`src/rtl/serial_parity_receiver_pkg.sv`:
```
// Shared definitions for the even-parity serial receiver: FSM encoding and line levels.
package serial_parity_receiver_pkg;

  typedef enum logic [2:0] {
    IDLE   = 3'd0,
    START  = 3'd1,
    DATA   = 3'd2,
    PARITY = 3'd3,
    STOP   = 3'd4,
    BREAK  = 3'd5
  } rx_state_t;

  localparam logic LINE_IDLE = 1'b1;

endpackage

```
`src/rtl/serial_parity_receiver_bit_tick_counter.sv`:
```
// Loadable down-counter that flags expiry for one cycle when it reaches zero while enabled.
module bit_tick_counter #(
  parameter int unsigned cnt_w = 4
) (
  input  logic             clk,
  input  logic             rst_x,
  input  logic             load,
  input  logic             en,
  input  logic [cnt_w-1:0] load_val,
  output logic             expired_c
);

  logic [cnt_w-1:0] count_q;

  // Holds at zero once expired; the FSM reloads on every transition that needs another sample.
  always_ff @(posedge clk or negedge rst_x) begin
    if (!rst_x) begin
      count_q <= '0;
    end else if (load) begin
      count_q <= load_val;
    end else if (en && (count_q != '0)) begin
      count_q <= count_q - cnt_w'(1);
    end
  end

  assign expired_c = en && (count_q == '0);

endmodule

```
`src/rtl/serial_parity_receiver.sv`:
```
// Even-parity serial receiver: start, LSB-first data, parity, stop; one-cycle strobe per frame.
module serial_parity_receiver
  import serial_parity_receiver_pkg::*;
#(
  parameter int unsigned width   = 8,
  parameter int unsigned divisor = 16
) (
  input  logic             clk,
  input  logic             rst_x,
  input  logic             i_rx,
  output logic [width-1:0] o_data,
  output logic             o_valid,
  output logic             o_parity_error,
  output logic             o_frame_error,
  output logic             o_busy
);

  localparam int unsigned HALF  = divisor / 2;
  localparam int unsigned CNT_W = $clog2(divisor);
  localparam int unsigned IDX_W = (width > 1) ? $clog2(width) : 1;

  localparam logic [CNT_W-1:0] HALF_M1  = CNT_W'(HALF - 1);
  localparam logic [CNT_W-1:0] DIV_M1   = CNT_W'(divisor - 1);
  localparam logic [IDX_W-1:0] LAST_IDX = IDX_W'(width - 1);

  rx_state_t        state_q, state_d;
  logic             rx_meta, rx_s;
  logic [width-1:0] shift_q, shift_nxt;
  logic [IDX_W-1:0] bit_idx_q;
  logic             parity_q;

  logic             tmr_load, tmr_en, tmr_exp_c;
  logic [CNT_W-1:0] tmr_val;
  logic             shift_en, parity_en, out_en;

  // Two-flop synchronizer; resets to idle level so no false start after reset.
  always_ff @(posedge clk or negedge rst_x) begin
    if (!rst_x) begin
      rx_meta <= LINE_IDLE;
      rx_s    <= LINE_IDLE;
    end else begin
      rx_meta <= i_rx;
      rx_s    <= rx_meta;
    end
  end

  bit_tick_counter #(
    .cnt_w(CNT_W)
  ) u_tick (
    .clk      (clk),
    .rst_x    (rst_x),
    .load     (tmr_load),
    .en       (tmr_en),
    .load_val (tmr_val),
    .expired_c(tmr_exp_c)
  );

  always_ff @(posedge clk or negedge rst_x) begin
    if (!rst_x) begin
      state_q <= IDLE;
    end else begin
      state_q <= state_d;
    end
  end

  always_comb begin
    state_d   = state_q;
    tmr_load  = 1'b0;
    tmr_en    = 1'b0;
    tmr_val   = DIV_M1;
    shift_en  = 1'b0;
    parity_en = 1'b0;
    out_en    = 1'b0;
    case (state_q)
      IDLE: begin
        if (rx_s != LINE_IDLE) begin
          state_d  = START;
          tmr_load = 1'b1;
          tmr_val  = HALF_M1;
        end
      end
      START: begin
        tmr_en = 1'b1;
        if (tmr_exp_c) begin
          if (rx_s == LINE_IDLE) begin
            state_d = IDLE;
          end else begin
            state_d  = DATA;
            tmr_load = 1'b1;
          end
        end
      end
      DATA: begin
        tmr_en = 1'b1;
        if (tmr_exp_c) begin
          shift_en = 1'b1;
          tmr_load = 1'b1;
          if (bit_idx_q == LAST_IDX) begin
            state_d = PARITY;
          end
        end
      end
      PARITY: begin
        tmr_en = 1'b1;
        if (tmr_exp_c) begin
          parity_en = 1'b1;
          tmr_load  = 1'b1;
          state_d   = STOP;
        end
      end
      STOP: begin
        tmr_en = 1'b1;
        if (tmr_exp_c) begin
          out_en  = 1'b1;
          state_d = (rx_s == LINE_IDLE) ? IDLE : BREAK;
        end
      end
      BREAK: begin
        if (rx_s == LINE_IDLE) begin
          state_d = IDLE;
        end
      end
      default: state_d = IDLE;
    endcase
  end

  // First received bit ends up in bit 0 after width shifts.
  if (width == 1) begin : g_shift_one
    assign shift_nxt = rx_s;
  end else begin : g_shift_many
    assign shift_nxt = {rx_s, shift_q[width-1:1]};
  end

  always_ff @(posedge clk or negedge rst_x) begin
    if (!rst_x) begin
      shift_q   <= '0;
      bit_idx_q <= '0;
      parity_q  <= 1'b0;
    end else begin
      if (shift_en) begin
        shift_q   <= shift_nxt;
        bit_idx_q <= bit_idx_q + IDX_W'(1);
      end else if (state_q != DATA) begin
        bit_idx_q <= '0;
      end
      if (parity_en) begin
        parity_q <= rx_s;
      end
    end
  end

  // Word and flags change only together with the strobe.
  always_ff @(posedge clk or negedge rst_x) begin
    if (!rst_x) begin
      o_data         <= '0;
      o_valid        <= 1'b0;
      o_parity_error <= 1'b0;
      o_frame_error  <= 1'b0;
      o_busy         <= 1'b0;
    end else begin
      o_valid <= out_en;
      o_busy  <= (state_d != IDLE);
      if (out_en) begin
        o_data         <= shift_q;
        o_parity_error <= (^shift_q) ^ parity_q;
        o_frame_error  <= ~rx_s;
      end
    end
  end

endmodule

```
`config.mk`:
```
export PLATFORM = sky130hd
export DESIGN_NAME = serial_parity_receiver
export DESIGN_NICKNAME = d
export VERILOG_FILES = /design/src/rtl/serial_parity_receiver_pkg.sv /design/src/rtl/serial_parity_receiver_bit_tick_counter.sv /design/src/rtl/serial_parity_receiver.sv
export SDC_FILE = /design/constraint.sdc
export NUM_CORES = 1
export LEC_CHECK = 0
export CAP_MARGIN = 15
export CORE_MARGIN = 1
export CORE_UTILIZATION = 50
export DETAILED_ROUTE_END_ITERATION = 10
export GPL_ROUTABILITY_DRIVEN = 0
export PLACE_DENSITY = 0.81
export SLEW_MARGIN = 10
export SYNTH_ARGS = -nofsm -noshare
export SYNTH_HDL_FRONTEND = slang
export SYNTH_SLANG_ARGS = --single-unit
```
`constraint.sdc`:
```
create_clock -name clk -period 1.61 [get_ports clk]
set_input_delay 0.322 -clock clk [delete_from_list [all_inputs] [get_ports clk]]
set_output_delay 0.322 -clock clk [all_outputs]
set_load 0.05 [all_outputs]
```
# After elaboration in Yosys (flattened, before gate mapping)
# Cells that the tools add are included.
# word_totals
ff_bits	33
input_bits	3
elab_cells	58
# classes
addsub	2
n_eq_ne	7
n_mux	24
n_bitwise	2
n_reduce_logical	11
# op_table
op	count
$mux 3	10
$pmux 3 s6	1
$mux 4	4
$eq 3x3->1 const B	3
$reduce_xor 8->1	1
$mux 1	7
$eq 3x2->1 const B	2
$logic_not 4->1	1
$reduce_bool 2->1	2
$reduce_bool 4->1	1
$reduce_or 4->1	1
$sub 4x1->4 const B	1
$add 3x1->3 const B	1
$eq 3x1->1 const B	1
$logic_not 3->1	1
$ne 3x2->1 const B	1
$pmux 1 s3	1
$reduce_bool 3->1	1
$logic_and 1x1->1	2
$mux 2	1
$reduce_or 2->1	1
$not 1->1	1
$xor 1x1->1	1

# Logic depth before layout (Yosys ltp)
# Gate-level depths: netlist (run 1).
# logic_depth
ltp_word	7
mapped_depth	7
mapped_depth_nobuf	6

# By module
# A second synthesis (run 1) with hierarchy kept.
# unflattened
hier_cells	139
hier_area_um2	1514.0
# by_module_without_submodules
module	instances	cells_per_inst	area_each_um2	seq_area_each_um2
serial_parity_receiver	1	111	1263.7	728.2
bit_tick_counter	1	28	250.2	100.1

# Worst setup path after synthesis (run 1)
# No wires, ideal clock.
# synth_path
path_kind	register to register
from	reg u_tick.count_q[0]
to	reg shift_q[0]
setup_ns	0.125
arrival_time_ns	1.634
required_ns	1.485
path_slack_ns	-0.149
path_stages_with_launch	7
path_buffers	1
period_less_slack_ns	1.759
path_cell_list	dfrtp_1 inv_1 ha_1 or3b_1 or2_1 buf_6 mux2_4
# synth_via
elab_chain_cells	4
# synth_lines
element	line_no	source
start: declaration	serial_parity_receiver_bit_tick_counter.sv:13	logic [cnt_w-1:0] count_q;
start signal: assignment	serial_parity_receiver_bit_tick_counter.sv:20	count_q <= load_val;
start signal: assignment	serial_parity_receiver_bit_tick_counter.sv:22	count_q <= count_q - cnt_w'(1);
$logic_not 4->1	serial_parity_receiver_bit_tick_counter.sv:26	assign expired_c = en && (count_q == '0);
$logic_and 1x1->1	serial_parity_receiver_bit_tick_counter.sv:26	
$mux 1	serial_parity_receiver.sv:95	if (tmr_exp_c) begin
$mux 1	serial_parity_receiver.sv:74	case (state_q)
end signal: assignment	serial_parity_receiver.sv:141	shift_q <= shift_nxt;
end: declaration	serial_parity_receiver.sv:28	logic [width-1:0] shift_q, shift_nxt;
# Every way passes these cells.
# A chain may end at the register's enable or synchronous reset.

# Worst setup path in the final report (run 1)
# layout_path
from	reg u_tick.count_q[1]
to	reg shift_q[7]
# The elaborated chain is that of the path after synthesis.

==> impl_metrics.ini, run 1 <==
[run_status]
status = finished with violations
failed_checks = negative setup slack

[flow_run]
cap_violations = 0

[timing]
setup_viol = 14
period_minus_slack_ns = 1.734
finalSetupTns_ns = -1.157
relSlewSlack_pct = 78.77
hold_viol = 0
drv_slew = 0
fin_skew_ns = 0.005194
post-route-period-util_pct = 107.7
grt_setup_unrepaired = true
max_freq_ghz = 0.5767
postLayoutSetupSlackWorst_ns = -0.1239
worst_pin_slew_ns = 0.3178
hold-worst-slack_ns = 0.3470

[critical_path]
crit_type = register to register
path_cells = inv_2, ha_4, or3b_4, or2_4, mux2_4
crit_start = u_tick.count_q[1]
critPathBufInv = 1
cp.required_ns = 1.84
r2r_slack_ns = -0.12
worstPathArrival_ns = 1.96
cp_slowest_cell = dfrtp_1
critical_path.top_delay_family = simple AND/OR/NAND/NOR gates
reg2reg_from = u_tick.count_q[1]
critPathMaxFanout = 8
cp-end-kind = register
cp-start-kind = register
max_stage_delay_ns = 0.41

[global_route]
grt_pass1_wl_um = 5437
grt_max_degree = 34
overflow = 0
first_global_vias = 1208
antenna_found_initial = 0
grtUsageTotal_pct = 21.97

[clock_network]
cts_root_buf = clkbuf_4
clock_path_buffers = 2
htreeDepth = 2
cts_tree = built
clk_latency_ns = 0.34
clock-sinks = 33
cts_buffers = 5
clkTransAtPathRegs_ns = 0.10
ctsHoldBuffers = 0

[yosys]
synth_top_cell_by_area = dfrtp_1
yosys-top-cells-area = dfrtp_1 (48%), mux2_4 (7.4%), mux2_1 (4.2%)
synth.cell_area_um2 = 1625
synth_top_area_share_pct = 47.73
synth_cells = 143
synth_warnings = 0
syn_nets = 150
ys_ff_latch = 33
yosysSeqAreaShare_pct = 50.96
avgSynthCellArea_um2 = 11.37
synthDistinctLibCells = 38

[placement]
portBuffers = 14
dp.final_hpwl_um = 2253
dpl_cell_area_um2 = 1913

[floorplanning]
die-width_um = 59.02
io_pins = 15
start_util_pct = 52.80
dieArea_um2 = 3483
core_region_area_um2 = 3078
die_y_um = 59.02
std_cell_rows = 20

[drt]
ant_nets = 0
drc_errors = 0
first_pass_iters = 4
vias = 1246
vias_per_cell = 5.394
drt_iter0_markers = 47
drt-total-wl_um = 3569
wl_per_cell_um = 15.45

[cells_and_area]
register_area_um2 = 829.5
fill_cells = 232
multiInputGateArea_um2 = 848.3
design_area_um2 = 2168
antenna_cells_inserted = 0
area_growth_pct = 33.41
nNetsFinal = 193
drive_gt1_share_pct = 47.59

[pwr]
leakage_nw = 1.072
peakVddDrop_v = 0.0008441
p_per_area_nw_per_um2 = 1400

[hold_path]
hold_path_class = input pin to asynchronous set/reset pin
[path summary, 6_finish.rpt]
| path | depth (start not counted) | endpoint |
|---|---|---|
| max | 5 | shift_q[7] |
| min | 2 | o_data[4] |
| max reg2reg | 5 | shift_q[7] |
| min reg2reg | 0 | rx_s |
| max in group asynchronous | 2 | rx_meta |
| min in group clk | 0 | rx_s |
[flip-flops by register name, indices dropped and copies added, names as in the netlist, 3 cells and up]
name	count
u_tick.count_q	4
shift_q	8
bit_idx_q	3
state_q	3
o_data	8
[worst register-to-register path, stage by stage, from the launching register on]
cell and delay (ns):
dfrtp_1 0.41, inv_2 0.09, ha_4 0.13, or3b_4 0.37
or2_4 0.31, mux2_4 0.32
[kinds of logic after synthesis]
logic type	count (synthesis)	synth area share, %
adders and majority gates	4	3.079
AOI/OAI and AO/OA	26	9.932
muxes	18	14.32
and+or+nand+nor	42	13.09
xor gates and xnor gates	8	5.158
DFF	33	50.96
buffers and inverters	12	3.463
[through the flow]
step | setup slack, ns | power [mW] | util [%] | cells
global route | -0.1412 | 3.217 | 70.45 | 231
detailed placement | -0.2127 | 2.223 | 62.15 | 211
finish | -0.1239 | 3.036 | 70.45 | 231
floorplan | -0.08871 | 1.780 | - | 143
global placement | -0.1625 | 2.162 | 62.15 | 211
CTS | -0.09642 | 2.797 | 66.30 | 225
[area by class of cell]
class	count	area share (%)
timing repair buffer	45	17.25
multi-input combinational	98	39.12
clock inverter	1	0.2308
clock buffer	7	2.077
tap	44	2.539
sequential	33	38.26
inverter	3	0.5193
[layer usage]
layer | track usage [%] | wire length [um] | vias to the layer above | part of all wire (%)
li1 | - | - | 587 | -
met1 | 25.71 | 1491 | 615 | 42
met2 | 36.20 | 1851 | 35 | 52
met3 | 6.987 | 145 | 9 | 4.1
met4 | 11.22 | 80 | 0 | 2.2
met5 | 0 | 0 | - | 0
[report_power, final]
part / internal (mW) / switching (mW)
Combinational: 0.806 / 0.731
Clock: 0.170 / 0.272
Sequential: 0.955 / 0.102
Total: 1.93 / 1.11
[layout by cell type (no fill, tap or decap), drive strengths merged, types with 2 or more instances in the layout]
master and count:
or3 2, nor2 8, clkdlybuf4s50 2, clkbuf 7
xnor2 5, buf 43, inv 3, o21ai 7
nand2b 2, mux2 18, dfrtp 31, dfstp 2
or2 2, ha 4, xor2 2, nand2 14
nor2b 2, a21oi 9, nor3b 2, a311oi 2
nand3 5, nor3 2, o22a 2
[Yosys cell counts]
cell	n
a311oi_1	2
nor3_1	2
nand2b_1	2
a211oi_1	1
nand3b_1	1
or2_2	1
buf_2	3
or3b_1	1
nor3b_1	1
inv_1	3
a21boi_0	1
ha_1	4
a221o_1	1
mux2_4	8
nand2_1	14
or3_1	2
mux2_1	6
dfrtp_1	31
buf_6	1
o22ai_1	1
a21oi_1	9
dfstp_2	2
o22a_1	2
mux2_2	4
o21ai_0	7
xor2_1	2
xnor2_1	5
o211ai_1	1
nor2_1	8
nand3_1	5
o31ai_1	1
nor4b_1	1
or2_1	1
nor2b_1	2
buf_1	1
clkbuf_1	4
xnor3_1	1
nor3b_2	1
[repair_timing]
| action | CTS | global route |
|---|---|---|
| pin swaps | 3 | 6 |
| setup buffers | 6 | 7 |
| endpoints found under the setup margin | 14 | 21 |
| gates resized for setup | 9 | 22 |
Power figures use the tool's default switching activity.
==> run 2, diff against run 1 <==
--- a/config.mk
+++ b/config.mk
@@ -7,10 +7,11 @@
 export LEC_CHECK = 0
 export CAP_MARGIN = 15
 export CORE_MARGIN = 1
-export CORE_UTILIZATION = 50
+export CORE_UTILIZATION = 55
 export DETAILED_ROUTE_END_ITERATION = 10
+export DONT_BUFFER_PORTS = 1
 export GPL_ROUTABILITY_DRIVEN = 0
-export PLACE_DENSITY = 0.81
+export PLACE_DENSITY = 0.8
 export SLEW_MARGIN = 10
 export SYNTH_ARGS = -nofsm -noshare
 export SYNTH_HDL_FRONTEND = slang
==> run 2 against run 1 <==
  * Clock skew rose by 0.0026 ns
  * Setup slack worse by 0.016 ns
  * Die area decreased by 8.8%
  * Combinational power decreased by 5%
  * Routed wire length down 0.11%
  * Largest power group unchanged
  * Design area is 3.8% lower
  * Worst hold slack better by 0.023 ns
  * Flip-flop and latch count unchanged
  * Sequential share of layout area grew 1.4 points
  * The flow still finishes with violations (negative setup slack)
  * Sequential power up 6%
  * Power increased by 5.4%
  * Largest cell class unchanged
  * Maximum frequency decreased by 0.93%
==> impl_metrics.ini, run 2 (synthesis results as in run 1) <==
[flow_run]
cap_violations = 0

[global_route]
first_global_vias = 1213
use_met1_pct = 30.00
grt_busiest_layer = met2
global_route.usage.met3_pct = 6.452
overflow = 0
grt_pass1_wl_um = 5457
use_met2_pct = 36.73
grt_max_degree = 34
antenna_found_initial = 0
grtUsageTotal_pct = 23.13

[floorplanning]
die_y_um = 56.36
die-width_um = 56.36
start_util_pct = 58.43
core_region_area_um2 = 2781
io_pins = 15
std_cell_rows = 19
dieArea_um2 = 3176

[cells_and_area]
register_area_um2 = 828.3
final-instance-count-excl-fill = 205
final_cell_mix = dfrtp_1 (31), buf_4 (20), mux2_4 (14), nand2_1 (11), a21oi_1 (9)
reg_top3 = o_data (8), shift_q (8), u_tick.count_q (4)
mostFrequentLayoutCell = dfrtp_1
multiInputGateArea_um2 = 835.8
drive_gt1_share_pct = 42.53
area_growth_pct = 28.41
antenna_cells_inserted = 0
fill_cells = 186
nNetsFinal = 180

[critical_path]
crit_end = o_data[0]
crit_type = register to register
crit_start = u_tick.count_q[1]
cp-start-kind = register
r2r_cells = 7
r2r_slack_ns = -0.14
worstPathArrival_ns = 1.98
cp.required_ns = 1.84
r2r-end = o_data[0]
cp-end-kind = register
critPathMaxFanout = 6
reg2reg_from = u_tick.count_q[1]

[timing]
post-route-period-util_pct = 108.7
finalSetupTns_ns = -2.256
grt_setup_unrepaired = true
relSlewSlack_pct = 66.99
postLayoutSetupSlackWorst_ns = -0.1401
worst_pin_slew_ns = 0.4951
setup_viol = 21
max_freq_ghz = 0.5714
drv_slew = 0
fin_skew_ns = 0.007776
period_minus_slack_ns = 1.750
hold_viol = 0

[drt]
ant_nets = 0
wl_per_cell_um = 17.39
vias = 1239
vias_per_cell = 6.044
drt_iter0_markers = 42
drt-total-wl_um = 3565
first_pass_iters = 4
drc_errors = 0

[run_status]
status = finished with violations
failed_checks = negative setup slack

[pwr]
p_seq_share_pct = 35.0
power.switching_mw = 1.133
p_per_area_nw_per_um2 = 1533
peakVddDrop_v = 0.001289
p_comb_share_pct = 45.5
clockPowerShare_pct = 19.5
leakage_nw = 1.014
intPower_mw = 2.066
switching_share_pct = 35.41

[hold_path]
min-delay-start = rx_meta
hold_path_class = register to register

[clock_network]
cts_tree = built
cts_buffers = 5
cts_root_buf = clkbuf_4
clkTransAtPathRegs_ns = 0.11
clock_path_buffers = 2
clk_latency_ns = 0.34
clock-sinks = 33
htreeDepth = 2

[placement]
dp.final_hpwl_um = 2218
dp.cells = 186
portBuffers = 0
## run 2: worst min-delay path by stage
| stage | slack, ns | end | cells past startpoint |
|---|---|---|---|
| CTS | 0.37 | rx_s | 0 |
| global route | 0.38 | rx_s | 0 |
| detailed placement | 0.03 | bit_idx_q[0] | 0 |
| finish | 0.37 | rx_s | 0 |
| global placement | 0.03 | bit_idx_q[2] | 0 |
| floorplan | 0.03 | bit_idx_q[0] | 0 |
## run 2: power by group through the flow
stage          clock network [mW]  logic (mW)  registers, mW
6_report                    0.624        1.46           1.12
5_1_grt                     0.673        1.57           1.13
4_1_cts                     0.639        1.29           1.11
3_5_place_dp                    0        1.13           1.12
3_3_place_gp                    0        1.07           1.11
2_1_floorplan                   0       0.685           1.10
## run 2: routing by layer
| layer | vias to the layer above | share of wire [%] |
|---|---|---|
| met5 | - | 0 |
| met4 | 0 | 2.7 |
| met3 | 10 | 4.8 |
| met2 | 47 | 49 |
| met1 | 625 | 43 |
| li1 | 557 | - |
## run 2: area by class of cell
type,instances,share of cell area [%]
Timing Repair Buffer,32,13.85
Tap cell,31,1.859
Inverter,3,0.5396
Clock inverter,3,2.218
Multi-Input combinational cell,98,40.05
Sequential cell,33,39.69
Clock buffer,5,1.799
## run 2: through the flow
step | power [mW] | setup slack [ns] | hold slack [ns] | area (um^2) | utilization, %
floorplan | 1.780 | -0.08871 | 0.02641 | 1638 | -
global placement | 2.182 | -0.1554 | 0.02759 | 1789 | 64.33
detailed placement | 2.249 | -0.2105 | 0.02718 | 1789 | 64.33
CTS | 3.037 | -0.1294 | 0.3710 | 1969 | 70.81
global route | 3.371 | -0.1919 | 0.3770 | 2087 | 75.03
finish | 3.199 | -0.1401 | 0.3703 | 2087 | 75.03
## run 2: worst max-delay path: stages (launching register included)
cell and delay, ns:
dfrtp_1 0.41, inv_2 0.08, ha_4 0.13, nor3b_4 0.29, buf_4 0.19, nand3_4 0.08, buf_8 0.16, mux2_4 0.30
## run 2: what timing repair did
item | 4_1_cts | 5_1_grt
cloned | 1 | 1
pin swaps | 7 | 4
hold endpoints to repair | 34 | 0
buffers inserted | 1 | 5
hold buffers | 3 | 0
resized for setup | 12 | 20
setup endpoints to repair | 23 | 26
